File: src/rtl/nx_stream_distributor_n_pkg.sv
`default_nettype none
// +--------------------------------------------------------------------+
// | nx_stream_distributor_n_pkg                                        |
// | Shared types and the rotate-priority scan for the distributor.     |
// | Revision: 1.0                                                      |
// +--------------------------------------------------------------------+
package nx_stream_distributor_n_pkg;

  localparam int NX_MAX_CHANNELS = 32;

  typedef enum logic {
    UNICAST   = 1'b0,
    BROADCAST = 1'b1
  } nx_dist_mode_t;

  // Index of the first set bit scanning dir, dir+1, ... modulo channels; -1 if none.
  // Walking hops from far to near lets the nearest hop win without an early exit.
  function automatic int nx_rotate_scan(input logic [NX_MAX_CHANNELS-1:0] present,
                                        input int dir, input int channels);
    int idx;
    int k;
    idx = -1;
    for (int h = NX_MAX_CHANNELS - 1; h >= 0; h--) begin
      if (h < channels) begin
        k = dir + h;
        if (k >= channels) k = k - channels;
        if (present[k[4:0]]) idx = k;
      end
    end
    return idx;
  endfunction

endpackage
`default_nettype wire

File: src/rtl/nx_dist_resolve.sv
`default_nettype none
// +--------------------------------------------------------------------+
// | nx_dist_resolve                                                    |
// | Picks the first present channel at or after dir (one-hot).         |
// | Revision: 1.0                                                      |
// +--------------------------------------------------------------------+
module nx_dist_resolve
  import nx_stream_distributor_n_pkg::*;
#(
  parameter int CHANNELS = 4
) (
  input  logic [$clog2(CHANNELS)-1:0] dir_i,
  input  logic [CHANNELS-1:0]         present_i,
  output logic [CHANNELS-1:0]         target_o,
  output logic                        none_o
);

  logic [NX_MAX_CHANNELS-1:0] w_present_ext;
  int                         w_idx;

  always_comb begin
    w_present_ext                 = '0;
    w_present_ext[CHANNELS-1:0]   = present_i;
    w_idx                         = nx_rotate_scan(w_present_ext, int'(dir_i), CHANNELS);
    target_o                      = '0;
    for (int c = 0; c < CHANNELS; c++) begin
      if (w_idx == c) target_o[c] = 1'b1;
    end
    none_o = (w_idx < 0);
  end

endmodule
`default_nettype wire

File: src/rtl/nx_fifo.sv
`default_nettype none
// +--------------------------------------------------------------------+
// | nx_fifo                                                            |
// | DEPTH-entry first-word-fall-through FIFO; push allowed when full   |
// | if a pop happens in the same cycle.                                |
// | Revision: 1.0                                                      |
// +--------------------------------------------------------------------+
module nx_fifo #(
  parameter int DEPTH = 2,
  parameter int WIDTH = 32
) (
  input  logic             clk_i,
  input  logic             rst_i,
  input  logic             push_i,
  input  logic [WIDTH-1:0] push_data_i,
  input  logic             pop_i,
  output logic [WIDTH-1:0] data_o,
  output logic             valid_o,
  output logic             full_o
);

  localparam int AW = $clog2(DEPTH);
  localparam int CW = $clog2(DEPTH + 1);

  logic [WIDTH-1:0] r_mem [DEPTH];
  logic [AW-1:0]    r_wr_ptr;
  logic [AW-1:0]    r_rd_ptr;
  logic [CW-1:0]    r_count;
  logic             w_pop;
  logic             w_push;

  assign valid_o = (r_count != '0);
  assign full_o  = (r_count == CW'(DEPTH));
  assign data_o  = r_mem[r_rd_ptr];
  assign w_pop   = pop_i && valid_o;
  assign w_push  = push_i && (!full_o || w_pop);

  always_ff @(posedge clk_i) begin
    if (w_push) r_mem[r_wr_ptr] <= push_data_i;
  end

  always_ff @(posedge clk_i) begin
    if (rst_i) begin
      r_wr_ptr <= '0;
      r_rd_ptr <= '0;
      r_count  <= '0;
    end else begin
      if (w_push) r_wr_ptr <= (r_wr_ptr == AW'(DEPTH - 1)) ? '0 : r_wr_ptr + AW'(1);
      if (w_pop)  r_rd_ptr <= (r_rd_ptr == AW'(DEPTH - 1)) ? '0 : r_rd_ptr + AW'(1);
      case ({w_push, w_pop})
        2'b10:   r_count <= r_count + CW'(1);
        2'b01:   r_count <= r_count - CW'(1);
        default: r_count <= r_count;
      endcase
    end
  end

endmodule
`default_nettype wire

File: src/rtl/nx_stream_distributor_n.sv
`default_nettype none
// +--------------------------------------------------------------------+
// | nx_stream_distributor_n                                            |
// | Fans one message stream out to CHANNELS buffered egress streams    |
// | with rerouting, broadcast and a saturating drop counter.           |
// | Revision: 1.0                                                      |
// +--------------------------------------------------------------------+
module nx_stream_distributor_n
  import nx_stream_distributor_n_pkg::*;
#(
  parameter int CHANNELS = 4,
  parameter int DEPTH    = 2,
  parameter int WIDTH    = 32,
  parameter int COUNT_W  = 16
) (
  input  logic                        clk_i,
  input  logic                        rst_i,
  output logic                        idle_o,
  input  logic [WIDTH-1:0]            dist_data_i,
  input  logic [$clog2(CHANNELS)-1:0] dist_dir_i,
  input  logic                        dist_bcast_i,
  input  logic                        dist_valid_i,
  output logic                        dist_ready_o,
  output logic [CHANNELS*WIDTH-1:0]   egress_data_o,
  output logic [CHANNELS-1:0]         egress_valid_o,
  input  logic [CHANNELS-1:0]         egress_ready_i,
  input  logic [CHANNELS-1:0]         egress_present_i,
  output logic [COUNT_W-1:0]          drop_count_o
);

  nx_dist_mode_t       w_mode;
  logic [CHANNELS-1:0] w_fifo_full;
  logic [CHANNELS-1:0] w_pop;
  logic [CHANNELS-1:0] w_blocked;
  logic [CHANNELS-1:0] w_push;
  logic [CHANNELS-1:0] w_uni_target;
  logic                w_uni_none;
  logic [CHANNELS-1:0] w_remaining;
  logic [CHANNELS-1:0] w_done_nxt;
  logic [CHANNELS-1:0] r_done_mask;
  logic                w_ready;
  logic                w_drop;
  logic [COUNT_W-1:0]  r_drop_count;

  assign w_mode    = dist_bcast_i ? BROADCAST : UNICAST;
  assign w_pop     = egress_valid_o & egress_ready_i;
  // A full FIFO that pops this cycle still has room for a push.
  assign w_blocked = w_fifo_full & ~w_pop;

  nx_dist_resolve #(.CHANNELS(CHANNELS)) u_resolve (
    .dir_i     (dist_dir_i),
    .present_i (egress_present_i),
    .target_o  (w_uni_target),
    .none_o    (w_uni_none)
  );

  generate
    for (genvar c = 0; c < CHANNELS; c++) begin : g_chan
      nx_fifo #(.DEPTH(DEPTH), .WIDTH(WIDTH)) u_fifo (
        .clk_i       (clk_i),
        .rst_i       (rst_i),
        .push_i      (w_push[c]),
        .push_data_i (dist_data_i),
        .pop_i       (w_pop[c]),
        .data_o      (egress_data_o[c*WIDTH +: WIDTH]),
        .valid_o     (egress_valid_o[c]),
        .full_o      (w_fifo_full[c])
      );
    end
  endgenerate

  always_comb begin
    w_push      = '0;
    w_ready     = 1'b0;
    w_drop      = 1'b0;
    w_done_nxt  = r_done_mask;
    w_remaining = egress_present_i & ~r_done_mask;
    if (dist_valid_i) begin
      case (w_mode)
        UNICAST: begin
          if (w_uni_none) begin
            w_ready = 1'b1;
            w_drop  = 1'b1;
          end else begin
            w_ready = ~|(w_uni_target & w_blocked);
            if (w_ready) w_push = w_uni_target;
          end
        end
        BROADCAST: begin
          // Only a message that reached nobody counts as dropped.
          w_push     = w_remaining & ~w_blocked;
          w_ready    = ~|(w_remaining & w_blocked);
          w_drop     = ~|egress_present_i & ~|r_done_mask;
          w_done_nxt = w_ready ? '0 : (r_done_mask | w_push);
        end
        default: ;
      endcase
    end
  end

  always_ff @(posedge clk_i) begin
    if (rst_i) begin
      r_done_mask  <= '0;
      r_drop_count <= '0;
    end else begin
      r_done_mask <= w_done_nxt;
      if (w_drop && (r_drop_count != '1)) r_drop_count <= r_drop_count + COUNT_W'(1);
    end
  end

  assign dist_ready_o = w_ready;
  assign drop_count_o = r_drop_count;
  assign idle_o       = ~|egress_valid_o & ~dist_valid_i & ~|r_done_mask;

endmodule
`default_nettype wire
File: config.mk
export PLATFORM = sky130hd
export DESIGN_NAME = nx_stream_distributor_n
export DESIGN_NICKNAME = d
export VERILOG_FILES = /design/src/rtl/nx_stream_distributor_n_pkg.sv /design/src/rtl/nx_dist_resolve.sv /design/src/rtl/nx_fifo.sv /design/src/rtl/nx_stream_distributor_n.sv
export SDC_FILE = /design/constraint.sdc
export NUM_CORES = 1
export LEC_CHECK = 0
export BUFFER_PORTS_ARGS = -buffer_cell sky130_fd_sc_hd__clkbuf_2
export CAP_MARGIN = 25
export CORE_MARGIN = 10
export CORE_UTILIZATION = 53
export CTS_BUF_LIST = sky130_fd_sc_hd__clkbuf_2 sky130_fd_sc_hd__clkbuf_4 sky130_fd_sc_hd__clkbuf_8
export DETAILED_ROUTE_END_ITERATION = 12
export PLACE_DENSITY = 0.79
export SYNTH_ARGS = -nofsm -noshare
export SYNTH_HDL_FRONTEND = slang
export SYNTH_SLANG_ARGS = --single-unit
File: constraint.sdc
create_clock -name clk_i -period 4.6 [get_ports clk_i]
set_clock_uncertainty 0.2 [all_clocks]
set_input_delay 0.92 -clock clk_i [delete_from_list [all_inputs] [get_ports clk_i]]
set_output_delay 0.92 -clock clk_i [all_outputs]
set_load 0.02 [all_outputs]
# [Word level (Yosys, flattened, before mapping)]
# Memory sizes are Yosys's and may differ from the RTL's. A register that Yosys moved wholly into a read port is not among the register bits.
# Index checks and enable logic that the tools add are counted.
[op_classes] n_addsub=24 magnitude_cmp=9 n_eq_ne=16 mux=60 n_bitwise=15 reduce_logical=37
[op_table] operator="$mux W32" count=8
[op_table] operator="$ge A32 B4 Y1 const B" count=3
[op_table] operator="$sub A32 B4 Y32 const B" count=3
[op_table] operator="$eq A32 B3 Y1 const B" count=2
[op_table] operator="$mux W1" count=37
[op_table] operator="$eq A32 B2 Y1 const B" count=1
[op_table] operator="$logic_not A32 Y1" count=1
[op_table] operator="$lt A32 B1 Y1 const B" count=1
[op_table] operator="$and A4 B4 Y4" count=6
[op_table] operator="$lt A5 B6 Y1 const B" count=4
[op_table] operator="$bmux W1 S5" count=4
[op_table] operator="$reduce_or A4 Y1" count=5
[op_table] operator="$add A16 B1 Y16 const B" count=1
[op_table] operator="$eq A2 B2 Y1 const B" count=8
[op_table] operator="$mux W4" count=4
[op_table] operator="$ne A16 B16 Y1 const B" count=1
[op_table] operator="$pmux W2 S2" count=4
[op_table] operator="$reduce_bool A2 Y1" count=8
[op_table] operator="$not A4 Y4" count=3
[op_table] operator="$logic_and A1 B1 Y1" count=9
[op_table] operator="$logic_not A1 Y1" count=9
[op_table] operator="$add A1 B1 Y1 const B" count=8
[op_table] operator="$add A2 B1 Y2 const B" count=4
[op_table] operator="$eq A2 B1 Y1 const B" count=4
[op_table] operator="12 further kinds" count=23
[word_totals] regBits=36 ram_bits=256 in_bits=46 mem_count=4
[mem_list] memory="g_chan[0].u_fifo.r_mem" depth=2 word_bits=32 read_ports=1 rd_clocked_by_memory_dff=1 write_ports=1 line="nx_fifo.sv:25" source="logic [WIDTH-1:0] r_mem [DEPTH];"
[mem_list] memory="g_chan[1].u_fifo.r_mem" depth=2 word_bits=32 read_ports=1 rd_clocked_by_memory_dff=1 write_ports=1 line="nx_fifo.sv:25"
[mem_list] memory="g_chan[2].u_fifo.r_mem" depth=2 word_bits=32 read_ports=1 rd_clocked_by_memory_dff=1 write_ports=1 line="nx_fifo.sv:25"
[mem_list] memory="g_chan[3].u_fifo.r_mem" depth=2 word_bits=32 read_ports=1 rd_clocked_by_memory_dff=1 write_ports=1 line="nx_fifo.sv:25"

# [Logic depth before layout (Yosys ltp)]
# Gate-level depths: netlist of run 1.
[depth] depth_word=20 mapped_depth=14 mapped_depth_nobuf=12

# [By module]
# Synthesis of run 1 repeated with hierarchy kept, for this count alone.
[hier_totals] hier_cells=693 area_unflattened_um2=11700.0
[modules_own_cells] mod="nx_fifo (g_chan[0].u_fifo ...)" n_inst=3 cells_per_inst=126 area_each_um2=2536.2
[modules_own_cells] mod="nx_fifo (g_chan[2].u_fifo)" n_inst=1 cells_per_inst=130 area_each_um2=2570.0
[modules_own_cells] mod="nx_stream_distributor_n" n_inst=1 cells_per_inst=143 area_each_um2=1171.1
[modules_own_cells] mod="nx_dist_resolve" n_inst=1 cells_per_inst=42 area_each_um2=350.3

# [Worst setup path after synthesis of run 1]
# No wires, ideal clock.
[synth_timing] kind="input to register" start="in dist_dir_i[0]" end="mem g_chan[0].u_fifo.r_mem[1][0] (enable)" arrival_time_ps=4300 setup_slack_ps=-322 cell_stages=11 cell_sequence="buf_4 > inv_1 > ha_1 > buf_2 > a21bo_1 > o211ai_1 > o31ai_1 > or3_1 > o31a_1 > or2_2 > nor2_1"
[synth_via] elab_chain_cells=20
[synth_lines] item="start, declared" line="nx_stream_distributor_n.sv:20" source="input logic [$clog2(CHANNELS)-1:0] dist_dir_i,"
[synth_lines] item="$add A2 B2 Y3" line="nx_stream_distributor_n_pkg.sv:25" source="k = dir + h;"
[synth_lines] item="$sub A32 B4 Y32 / $ge A32 B4 Y1 (equally long branches)" line="nx_stream_distributor_n_pkg.sv:26" source="if (k >= channels) k = k - channels;"
[synth_lines] item="$mux W32" line="nx_stream_distributor_n_pkg.sv:26"
[synth_lines] item="$bmux W1 S5" line="nx_stream_distributor_n_pkg.sv:27" source="if (present[k[4:0]]) idx = k;"
[synth_lines] item="$mux W1 (not written as such)" line="nx_stream_distributor_n_pkg.sv:27"
[synth_lines] item="$mux W32 (3 in a row)" line="nx_stream_distributor_n_pkg.sv:27"
[synth_lines] item="$mux W32 *" line="nx_stream_distributor_n_pkg.sv:27"
[synth_lines] item="$eq A32 B2 Y1, or another cell as far along" line="nx_dist_resolve.sv:27" source="if (w_idx == c) target_o[c] = 1'b1;"
[synth_lines] item="[2 not listed]"
[synth_lines] item="$reduce_or A4 Y1" line="nx_stream_distributor_n.sv:85" source="w_ready = ~|(w_uni_target & w_blocked);"
[synth_lines] item="$mux W4" line="nx_stream_distributor_n.sv:86" source="if (w_ready) w_push = w_uni_target;"
[synth_lines] item="$mux W4 *" line="nx_stream_distributor_n.sv:81" source="if (w_uni_none) begin"
[synth_lines] item="$pmux W4 S2 *" line="nx_stream_distributor_n.sv:79" source="case (w_mode)"
[synth_lines] item="$mux W4 *" line="nx_stream_distributor_n.sv:78" source="if (dist_valid_i) begin"
[synth_lines] item="$logic_and A1 B1 Y1 *" line="nx_fifo.sv:36" source="assign w_push = push_i && (!full_o || w_pop);"
[synth_lines] item="$mux W1 *" line="nx_fifo.sv:39" source="if (w_push) r_mem[r_wr_ptr] <= push_data_i;"
[synth_lines] item="$mux W1 (not written as such) *" line="nx_fifo.sv:39"
[synth_lines] item="end, declared" line="nx_fifo.sv:25"
# Mark *: on every way between the ends. The rest lies on a longest branch, timed or not. The select of a mux whose other input is x is not followed.

# [Final worst setup path of run 1]
[layout_timing] start="in dist_dir_i[1]" end="out dist_ready_o"
[layout_via] elab_chain_cells=17
[layout_lines] item="$add A2 B2 Y3" line="nx_stream_distributor_n_pkg.sv:25"
[layout_lines] item="$sub A32 B4 Y32 / $ge A32 B4 Y1 (equally long branches)" line="nx_stream_distributor_n_pkg.sv:26"
[layout_lines] item="$mux W32" line="nx_stream_distributor_n_pkg.sv:26"
[layout_lines] item="$bmux W1 S5" line="nx_stream_distributor_n_pkg.sv:27"
[layout_lines] item="$mux W1 (not written as such)" line="nx_stream_distributor_n_pkg.sv:27"
[layout_lines] item="$mux W32 (3 in a row)" line="nx_stream_distributor_n_pkg.sv:27"
[layout_lines] item="$mux W32 *" line="nx_stream_distributor_n_pkg.sv:27"
[layout_lines] item="branches (longest 5 deep; another with $lt A32 B1 Y1)"
[layout_lines] item="$mux W1 *" line="nx_stream_distributor_n.sv:81"
[layout_lines] item="$pmux W1 S2 *" line="nx_stream_distributor_n.sv:79"
[layout_lines] item="$mux W1 *" line="nx_stream_distributor_n.sv:78"
[layout_lines] item="end, declared" line="nx_stream_distributor_n.sv:23" source="output logic dist_ready_o,"
# Mark *: on every way between the ends. The select of a mux whose other input is x is not followed.

==> key figures, run 1 <==
Min path
  – Hold Crit Class: flop to flop

Outcome
  – Outcome: finished, final reports clean

Synth
  – Synth warn: 0
  – Synthesized flop and latch total: 296
  – Sequential area share after synthesis: 0.727
  – Synth Cell Area: 11700 um2
  – Post-synthesis async set-or-reset flop share: 0
  – Top_reg_cell synth: edfxtp_1
  – Netlist cell types: 50
  – Synth top cells by count: edfxtp_1 (256), mux2_2 (132), dfxtp_1 (40), nor2_1 (36), nand2_1 (21)
  – Largest cells by area after synthesis: edfxtp_1 (66%), mux2_2 (13%), dfxtp_1 (6.9%)
  – Post-synth EDFFs: 256
  – Syn Inst Count: 701
  – Avg Cell Area, Syn: 16.6 um2
  – Area leader, netlist: edfxtp_1
  – Mapped Nets: 757
  – Post-synth top area share: 0.659
  – Most common cell in the netlist: edfxtp_1

Critical path
  – WS Path Type: input pin to output pin
  – Crit path DAT: 3.21 ns
  – Slowest CP cell: ha_1
  – CP Depth: 11
  – Crit path max-delay family: compound AO/OA/AOI/OAI gates
  – CP endpoint kind: output pin
  – R2R setup slack: 2.05 ns
  – WP data required: 3.48 ns
  – Cell Chain, Critical Path: clkbuf_2, inv_1, ha_1, mux2_2, nand3_1, o21ai_0, a311oi_2, mux2i_1, nand2_1, a31oi_1, clkbuf_2
  – FF-to-FF path depth: 7
  – End of the critical path: dist_ready_o
  – Most frequent CP cell: clkbuf_2
  – Crit-path max cell delay: 0.41 ns
  – Crit path launch: dist_dir_i[1]
  – Critical Path Source Type: input pin
  – Max FO, Critical Path: 6
  – R2R Path Start: drop_count_o[3]
  – Worst R2R End: drop_count_o[15]
  – Crit path buf inv count: 3

Cells and area
  – Net count, final: 988
  – ANT cells: 0
  – Fillers: 1551
  – Post-layout instance area: 14000 um2
  – Area of the multi-input gates: 3040 um2
  – Layout cells sized above 1: 0.458
  – Register area: 8490 um2
  – Layout area overhead: 20.0%

Power and ir drop
  – Power density cells: 493 nW/um2
  – Max VDD drop: 0.000203 V
  – Static leakage: 5.14 nW

Placement
  – Buffers on Ports: 195
  – Area after DPL: 13100 um2
  – Gpl congestion: 0.851
  – Dpl hpwl: 16800 um

CTS
  – Clock Latency Late Sink: 0.54 ns
  – Sink Count: 296
  – CTS tree: built
  – Post-CTS Setup Inserts: 0
  – CTS root buf: clkbuf_8
  – Max H-tree Level: 2
  – TritonCTS buffer count: 46
  – Max Root-Sink Buffers: 3
  – Clock Pin Slew Worst Setup and Hold Paths: 0.05 ns

Drt
  – TritonRoute pass-1 iters: 5
  – Post-route ant nets: 0
  – Remaining DRCs: 0
  – Starting DRT DRC Count: 456
  – Total wire length: 26000 um
  – Via count: 6811
  – Via density: 5.47
  – WL/cell: 20.9 um

STA
  – Rel. slew slack: 0.337
  – Total negative setup slack: 0 ns
  – Worst-margin pin slew: 0.995 ns
  – Tmin final: 4.33 ns
  – Final setup fails: 0
  – RSZ-0062 raised after global routing: false
  – Slew Limit Fails: 0
  – Crit share post-route: 0.942
  – Fmax: 0.231 GHz
  – Final Hold Viols: 0

Die
  – Die W: 168 um
  – Core ar.: 21800 um2
  – Die area: 28400 um2
  – Row count: 54
  – Die Y: 168 um
  – Starting Density: 0.536
  – Top-Level Pins: 196

GRT
  – GRT overflow: 0
  – Vias in the first global route: 7027
  – Largest net degree at the start of global routing: 44
  – Initial antenna violation count: 0
  – First-pass GRT wire length: 40000 um
  – GRT Overall Usage: 0.180

Run
  – Maxcap violations: 0
-- cells in the final DEF (no fill, tap or decap), types with 7 or more instances in the layout --
| master | netlist | layout |
|---|---|---|
| nand2_1 | 21 | 21 |
| buf_4 | 5 | 11 |
| clkbuf_4 | 0 | 23 |
| mux2_2 | 132 | 132 |
| ha_1 | 10 | 10 |
| a21oi_1 | 19 | 19 |
| dfxtp_1 | 40 | 36 |
| nor2b_1 | 11 | 11 |
| nor2_1 | 36 | 32 |
| inv_1 | 12 | 12 |
| edfxtp_1 | 256 | 256 |
| xnor2_1 | 11 | 11 |
| clkbuf_8 | 0 | 48 |
| clkbuf_2 | 0 | 195 |
| o21ai_0 | 14 | 14 |
| or4_1 | 7 | 7 |
| or2_2 | 7 | 7 |
| or3_1 | 9 | 9 |
-- state kept, by name (all words and copies together) (netlist names), named ones only --
| signal | count |
|---|---|
| g_chan.u_fifo.r_mem | 256 |
| drop_count_o | 16 |
| g_chan.u_fifo.r_rd_ptr | 4 |
| r_done_mask | 4 |
| g_chan.u_fifo.r_wr_ptr | 4 |
| g_chan.u_fifo.r_count | 8 |
-- worst min path at each step --
stage | depth (start not counted) | end | slack, ns | from
2_1_floorplan | 2 | g_chan[0].u_fifo.r_count[1] | 0.26 | g_chan[0].u_fifo.r_count[1]
3_3_place_gp | 2 | g_chan[3].u_fifo.r_wr_ptr | 0.27 | g_chan[3].u_fifo.r_wr_ptr
6_report | 2 | g_chan[0].u_fifo.r_wr_ptr | 0.29 | g_chan[0].u_fifo.r_wr_ptr
5_1_grt | 2 | g_chan[3].u_fifo.r_wr_ptr | 0.33 | g_chan[3].u_fifo.r_wr_ptr
3_5_place_dp | 2 | g_chan[0].u_fifo.r_wr_ptr | 0.28 | g_chan[0].u_fifo.r_wr_ptr
4_1_cts | 2 | g_chan[0].u_fifo.r_wr_ptr | 0.29 | g_chan[0].u_fifo.r_wr_ptr
-- routing by layer --
metal / wire, um / part of all wire / track usage
met5: 0 / 0 / 0
met4: 431 / 0.017 / 0.0500
met3: 2300 / 0.088 / 0.0601
met2: 12600 / 0.48 / 0.291
met1: 10700 / 0.41 / 0.226
-- metrics by stage --
stage | hold slack, ns | setup WS, ns | cells | power (mW) | utilization
2_1_floorplan | 0.262 | 0.208 | 701 | 4.29 | -
3_3_place_gp | 0.268 | 0.237 | 1163 | 4.79 | 0.600
3_5_place_dp | 0.281 | 0.154 | 1163 | 4.82 | 0.600
4_1_cts | 0.289 | 0.184 | 1245 | 6.96 | 0.643
5_1_grt | 0.326 | 0.0995 | 1246 | 7.21 | 0.644
6_report | 0.291 | 0.269 | 1246 | 6.90 | 0.644
-- kinds of logic (layout without fill, tap and decap cells) --
group | Yosys count | after routing | synth area share
DFF | 296 | 296 | 0.727
muxes | 141 | 141 | 0.136
and+or+nand+nor | 134 | 134 | 0.0624
AOI/OAI and AO/OA | 64 | 64 | 0.0369
buffers and inverters | 40 | 305 | 0.0152
xor gates and xnor gates | 16 | 16 | 0.0120
adders and majority gates | 10 | 10 | 0.0107
-- worst min-delay path, delay by kind of cell (launching register included) --
family / cells / cell delay [ns]
compound gates: 2 / 0.13
flops: 1 / 0.31
-- cell type report --
cell class	count	area share
well taps	280	0.0250
clock buffers	71	0.0595
inverters	12	0.00322
multi-input cells	365	0.217
flip-flops and latches	296	0.606
repair buffers	211	0.0827
clock inverters	11	0.00590
-- where the power goes --
| part | switching [mW] | leakage [nW] | total, mW | internal (mW) |
|---|---|---|---|---|
| Combinational | 0.864 | 1.99 | 1.49 | 0.624 |
| Clock | 0.930 | 0.491 | 2.14 | 1.21 |
| Sequential | 0.191 | 2.66 | 3.27 | 3.08 |
-- timing repair --
action	4_1_cts	5_1_grt
hold endpoints to repair	0	0
hold buffers	0	0
resized for setup	0	1
endpoints found under the setup margin	0	1
No activity file was read; power rests on OpenSTA's default activity.
==> run 2, diff against run 1 <==
--- a/config.mk
+++ b/config.mk
@@ -14,4 +14,5 @@
 export PLACE_DENSITY = 0.79
 export SYNTH_ARGS = -nofsm -noshare
 export SYNTH_HDL_FRONTEND = slang
+export SYNTH_HIERARCHICAL = 1
 export SYNTH_SLANG_ARGS = --single-unit
==> run 2 against run 1 <==
  * Global-route usage down 0.34 points
  * Critical path type unchanged
  * Hold slack better by 0.013 ns
  * Final area down 0.14%
  * Critical path depth up 1
  * Sequential power down 6%
  * Sequential share of layout area up 0.087 points
  * Highest routed layer unchanged
  * Non-clock buffer count up 1
  * Register-to-register slack worse by 0.50 ns
==> key figures, run 2 <==
Synth
  – Sequential area share after synthesis: 0.725 (-0.00179)
  – Largest cells by area after synthesis: edfxtp_1 (66%), mux2_2 (11%), dfxtp_1 (6.8%)
  – Synthesized flop and latch total: 296 (unchanged)
  – Most common cell in the netlist: edfxtp_1
  – Synth Cell Area: 11700 um2 (+0.25%)
  – Area leader, netlist: edfxtp_1
  – Netlist cell types: 58 (+16%)
  – Syn Inst Count: 693 (-1.1%)
  – Post-synthesis async set-or-reset flop share: 0 (unchanged)
  – Avg Cell Area, Syn: 16.9 um2 (+1.4%)
  – Synth top cells by count: edfxtp_1 (256), mux2_2 (112), nor2_1 (46), dfxtp_1 (40)
  – Post-synth EDFFs: 256 (unchanged)
  – Post-synth top area share: 0.657 (-0.00162)
  – Top_reg_cell synth: edfxtp_1
  – Mapped Nets: 748 (-1.2%)
  – Synth warn: 6 (+6)

Drt
  – Metal2 WL: 12700 um (+0.81%)
  – Total wire length: 25700 um (-1.0%)
  – TritonRoute pass-1 iters: 5 (unchanged)
  – WL met1: 10400 um (-2.6%)
  – Via count: 6795 (-0.23%)
  – Uppermost layer routed: met4
  – Met3 Routed Length: 2190 um (-4.7%)
  – WL/cell: 20.7 um (-0.69%)
  – Remaining DRCs: 0 (unchanged)
  – Post-route ant nets: 0 (unchanged)
  – Starting DRT DRC Count: 427 (-6.4%)
  – Via density: 5.47 (about the same)

CTS
  – Sink Count: 296 (unchanged)
  – CTS Hold Bufs: 0 (unchanged)
  – TritonCTS buffer count: 46 (unchanged)
  – Clock Pin Slew Worst Setup and Hold Paths: 0.06 ns (about the same)
  – Clock Latency Late Sink: 0.54 ns (about the same)
  – CTS tree: built
  – Max H-tree Level: 2 (unchanged)
  – Post-CTS sizing: 0 (unchanged)
  – CTS root buf: clkbuf_8
  – Post-CTS Setup Inserts: 0 (unchanged)
  – Max Root-Sink Buffers: 3 (unchanged)

STA
  – Rel. slew slack: 0.333 (-0.00348)
  – Worst-margin pin slew: 1.00 ns (+0.00522 ns)
  – Tmin final: 4.28 ns (-0.0479 ns)
  – Final Hold Viols: 0 (unchanged)
  – Setup ws final: 0.316 ns (+0.0479 ns)
  – Worst hold slack: 0.305 ns (+0.0132 ns)
  – Fmax: 0.233 GHz (+1.1%)
  – RSZ-0062 raised after global routing: false
  – Final setup fails: 0 (unchanged)
  – Crit share post-route: 0.931 (-0.0104)
  – Slew Limit Fails: 0 (unchanged)

Die
  – Die area: 28400 um2 (+0.21%)
  – Die Y: 169 um (+0.11%)
  – Row count: 54 (unchanged)
  – Die W: 169 um (+0.11%)
  – Core ar.: 21800 um2 (unchanged)
  – Top-Level Pins: 196 (unchanged)
  – Starting Density: 0.538 (+0.00132)

Placement
  – Pre-CTS WS: 0.103 ns (-0.0509 ns)
  – Dpl hpwl: 17000 um (+1.1%)
  – Buffers on Ports: 195 (unchanged)
  – Inst Count DP: 1165 (+0.17%)
  – Area after DPL: 13100 um2 (+0.65%)
  – Gpl congestion: 0.860 (+1.1%)

Power and ir drop
  – P_sw: 1.34 mW (-33%)
  – Sequential Power Share: 0.547 (+0.073)
  – Max VDD drop: 0.000211 V (+4.0%)
  – Internal: 4.29 mW (-13%)
  – Power density cells: 403 nW/um2 (-18%)
  – Switching share of power: 0.238 (-0.0499)
  – Static leakage: 5.08 nW (-1.0%)
  – Combinational power share: 0.097 (-0.119)
  – Clock network fraction of design power: 0.357 (+0.047)

GRT
  – GRT Overall Usage: 0.176 (-0.00342)
  – GRT overflow: 0 (unchanged)
  – Initial antenna violation count: 0 (unchanged)
  – Vias in the first global route: 6938 (-1.3%)
  – First-pass GRT wire length: 39500 um (-1.3%)
  – Largest net degree at the start of global routing: 44 (unchanged)

Cells and area
  – Post-layout instance area: 14000 um2 (-0.14%)
  – Largest register FFs: 256 (unchanged)
  – Layout area overhead: 19.5%
  – Largest Register: g_chan.u_fifo/r_mem
  – Net count, final: 988 (unchanged)
  – Most frequent cells in the layout: edfxtp_1 (256), clkbuf_2 (195), mux2_2 (112)
  – Commonest non-fill, non-tap cell in the layout: edfxtp_1
  – Layout cells sized above 1: 0.449 (-0.00849)
  – Post-Layout Cell Count: 1242 (-0.32%)
  – ANT cells: 0 (unchanged)

Critical path
  – Max FO, Critical Path: 9 (+3)
  – Crit-path max cell delay: 0.34 ns (-0.07 ns)
  – Cell Chain, Critical Path: clkbuf_2, inv_1, ha_1, a21boi_0, a22oi_1, o21ai_1, a32oi_1, nor3b_2, a22oi_1, nand2_1, a21oi_1, clkbuf_2
  – Critical Path Source Type: input pin
  – WP data required: 3.48 ns (about the same)
  – FF-to-FF path depth: 9 (+2)
  – Crit path DAT: 3.16 ns (-0.05 ns)
  – Slowest CP cell: ha_1
  – CP endpoint kind: output pin
  – WS Path Type: input pin to output pin

Outcome
  – Outcome: finished, final reports clean

Run
  – Maxcap violations: 0 (unchanged)

Min path
  – Hold Crit Class: flop to flop
  – Hold path cells: 2 (unchanged)
run 2: worst max-delay path: cells and delay by family:
family / cells / cell delay (ns)
compound gates: 6 / 1.12
fa+ha+maj: 1 / 0.34
buf+inv: 3 / 0.50
simple gates: 2 / 0.27
run 2: path summary, 6_finish.rpt:
kind / from / endpoint / slack, ns
setup / recovery: dist_dir_i[1] / dist_ready_o / 0.32
hold reg to reg: r_done_mask[1] / r_done_mask[1] / 0.30
setup reg to reg: g_chan[2].u_fifo/r_count[1] / g_chan[0].u_fifo/r_count[1] / 1.55
hold / removal: r_done_mask[1] / r_done_mask[1] / 0.30
run 2: area by class of cell:
class / count / area [um2]
clock buffers: 61 / 752
clock inverters: 16 / 85.1
fillers: 1530 / 7770
inverters: 18 / 67.6
multi-input cells: 359 / 3080
flip-flops and latches: 296 / 8490
well taps: 280 / 350
repair buffers: 212 / 1150
run 2: cell families after synthesis:
kind of cell | count (synthesis) | share of synthesized area
flops | 296 | 0.725
mux | 140 | 0.137
simple gates | 119 | 0.0536
compound gates | 75 | 0.0460
buf+inv | 38 | 0.0161
xor+xnor | 16 | 0.0120
fa+ha+maj | 9 | 0.00962
run 2: power by group through the flow:
stage / clock (mW) / combinational, mW / sequential, mW
2_1_floorplan: 0 / 0.334 / 3.11
5_1_grt: 2.19 / 0.591 / 3.09
3_3_place_gp: 0 / 0.542 / 3.13
4_1_cts: 2.06 / 0.553 / 3.08
3_5_place_dp: 0 / 0.550 / 3.13
6_report: 2.01 / 0.545 / 3.08
run 2: per-stage QoR:
step           TNS, ns  power, mW   util
6_report             0       5.63  0.643
5_1_grt              0       5.87  0.643
4_1_cts              0       5.69  0.643
3_5_place_dp         0       3.68  0.604
3_3_place_gp         0       3.67  0.604
2_1_floorplan   -31.42       3.45      -
run 2: layer usage:
layer | vias to the layer above | global-route usage
met5 | - | 0
met1 | 3347 | 0.214
met4 | 0 | 0.0492
met2 | 248 | 0.293
met3 | 42 | 0.0597
li1 | 3158 | -
==> run 3, diff against run 2 <==
--- a/config.mk
+++ b/config.mk
@@ -7,11 +7,13 @@
 export LEC_CHECK = 0
 export BUFFER_PORTS_ARGS = -buffer_cell sky130_fd_sc_hd__clkbuf_2
 export CAP_MARGIN = 25
+export CELL_PAD_IN_SITES_DETAIL_PLACEMENT = 1
+export CELL_PAD_IN_SITES_GLOBAL_PLACEMENT = 2
 export CORE_MARGIN = 10
-export CORE_UTILIZATION = 53
+export CORE_UTILIZATION = 38
 export CTS_BUF_LIST = sky130_fd_sc_hd__clkbuf_2 sky130_fd_sc_hd__clkbuf_4 sky130_fd_sc_hd__clkbuf_8
 export DETAILED_ROUTE_END_ITERATION = 12
-export PLACE_DENSITY = 0.79
+export PLACE_DENSITY_LB_ADDON = 0.1
 export SYNTH_ARGS = -nofsm -noshare
 export SYNTH_HDL_FRONTEND = slang
 export SYNTH_HIERARCHICAL = 1
==> run 3 against run 2 <==
  * Combinational power up 3%
  * Cell count up 10%
  * Total power up 4.8%
  * Highest routed layer is now met5
==> key figures, run 3 (synthesis gave the netlist of run 2 again) <==
Outcome
  – Outcome: finished, final reports clean

Drt
  – WL/cell: 21.8 um (+5.5%)
  – Total wire length: 30000 um (+17%)
  – Via count: 6883 (+1.3%)
  – Starting DRT DRC Count: 284 (-33%)
  – Post-route ant nets: 0 (unchanged)
  – Via density: 5.02 (-8.3%)
  – TritonRoute pass-1 iters: 5 (unchanged)
  – Remaining DRCs: 0 (unchanged)

Cells and area
  – Post-Layout Cell Count: 1372 (+10%)
  – Layout area overhead: 22.3%
  – ANT cells: 0 (unchanged)
  – Net count, final: 991 (+0.30%)
  – Post-layout instance area: 14300 um2 (+2.3%)
  – Largest register FFs: 256 (unchanged)
  – Most frequent cells in the layout: edfxtp_1 (256), clkbuf_2 (195), mux2_2 (112)
  – Fillers: 3050 (+99%)
  – Largest Register: g_chan.u_fifo/r_mem
  – Commonest non-fill, non-tap cell in the layout: edfxtp_1
  – End-of-flow core utilization: 0.469 (-0.174)
  – Layout cells sized above 1: 0.456 (+0.00688)

Placement
  – Buffers on Ports: 195 (unchanged)
  – Gpl congestion: 0.828 (-3.8%)
  – Dpl hpwl: 20300 um (+20%)
  – Area after DPL: 13300 um2 (+1.4%)
  – Inst Count DP: 1281 (+10%)
  – Pre-CTS WS: -0.0270 ns (-0.130 ns)

STA
  – Rel. slew slack: 0.339 (+0.00568)
  – Worst hold slack: 0.312 ns (+0.00751 ns)
  – Fmax: 0.234 GHz (about the same)
  – Slew Limit Fails: 0 (unchanged)
  – Final setup fails: 0 (unchanged)
  – Worst-margin pin slew: 0.992 ns (-0.00852 ns)
  – Crit share post-route: 0.931 (about the same)
  – RSZ-0062 raised after global routing: false
  – Final Hold Viols: 0 (unchanged)
  – Tmin final: 4.28 ns (-0.00157 ns)
  – Setup ws final: 0.318 ns (+0.00157 ns)
  – Total negative setup slack: 0 ns (unchanged)

Critical path
  – CP endpoint kind: output pin
  – Worst R2R End: g_chan[0].u_fifo/r_count[1]
  – WP data required: 3.48 ns (about the same)
  – R2R Path Start: g_chan[2].u_fifo/r_count[1]
  – Crit path launch: dist_dir_i[1]
  – R2R setup slack: 1.44 ns (-0.11 ns)
  – Slowest CP cell: ha_1
  – Most frequent CP cell: clkbuf_2
  – FF-to-FF path depth: 9 (unchanged)
  – Crit-path max cell delay: 0.33 ns (about the same)
  – WS Path Type: input pin to output pin
  – Crit path buf inv count: 3 (unchanged)
  – Crit path max-delay family: compound AO/OA/AOI/OAI gates
  – Cell Chain, Critical Path: clkbuf_2, inv_1, ha_1, nand3b_2, a221oi_1, a2bb2oi_1, nor2_1, a22oi_1, nand2_1, a21oi_1, clkbuf_2
  – Crit path DAT: 3.16 ns (about the same)
  – Critical Path Source Type: input pin
  – Max FO, Critical Path: 9 (unchanged)

CTS
  – CTS Hold Bufs: 0 (unchanged)
  – TritonCTS buffer count: 49 (+6.5%)
  – Post-CTS Setup Inserts: 0 (unchanged)
  – Clock Pin Slew Worst Setup and Hold Paths: 0.06 ns (about the same)
  – Sink Count: 296 (unchanged)
  – Clock Latency Late Sink: 0.56 ns (+0.02 ns)
  – Max Root-Sink Buffers: 3 (unchanged)
  – Post-CTS sizing: 0 (unchanged)
  – Max H-tree Level: 2 (unchanged)
  – CTS root buf: clkbuf_8
  – CTS tree: built

Min path
  – Min-delay src: r_done_mask[3]
  – Hold Crit Class: flop to flop
  – Hold path cells: 1 (-1)
  – Hold Path End: r_done_mask[3]

Die
  – Top-Level Pins: 196 (unchanged)
  – Die area: 38200 um2 (+34%)
  – Die Y: 195 um (+16%)
  – Starting Density: 0.383 (-0.154)
  – Die W: 195 um (+16%)
  – Row count: 64 (+19%)
  – Core ar.: 30500 um2 (+40%)

GRT
  – First-pass GRT wire length: 46000 um (+17%)
  – Initial antenna violation count: 1 (+1)
  – GRT Overall Usage: 0.154 (-0.0225)
  – Largest net degree at the start of global routing: 44 (unchanged)
  – Met2 GRT Util: 0.261 (-0.0320)
  – GRT overflow: 0 (unchanged)
  – Vias in the first global route: 7656 (+10%)
  – Top Usage Layer GRT: met2
  – GRT met3 Usage: 0.0440 (-0.0157)
  – Met1 Use GR: 0.188 (-0.0264)

Power and ir drop
  – Total power draw: 5.90 mW (+4.8%)
  – Static leakage: 5.17 nW (+1.7%)
  – Max VDD drop: 0.000172 V (-18%)
  – Power density cells: 412 nW/um2 (+2.4%)

Run
  – Maxcap violations: 0 (unchanged)
[run 3: area by class of cell]
class	instances	area (um2)	share of cell area
Clock inverter	16	82.6	0.00577
Inverter	18	67.6	0.00472
Multi-Input combinational cell	359	3080	0.215
Sequential cell	296	8490	0.594
Clock buffer	75	895	0.0625
Tap cell	396	495	0.0346
Timing Repair Buffer	212	1190	0.0833
[run 3: how the worst max path moves through the flow]
stage	to	slack (ns)	cells past startpoint
finish	dist_ready_o	0.32	11
global route	dist_ready_o	0.05	11
CTS	dist_ready_o	0.33	11
detailed placement	g_chan[0].u_fifo/r_count[1]	-0.03	14
global placement	g_chan[1].u_fifo/r_count[1]	0.12	14
floorplan	g_chan[2].u_fifo/r_mem[0][0]	-0.49	12
[run 3: metal layers]
layer,share of wire,vias up
met5,0.00037,-
li1,-,3162
met2,0.50,163
met3,0.058,37
met1,0.43,3519
met4,0.013,2
[run 3: power breakdown]
part           switching, mW  leakage [nW]  total (mW)  internal (mW)
registers             0.0472          2.66        3.08           3.03
logic                  0.360          1.99       0.561          0.200
clock network           1.02         0.523        2.26           1.24
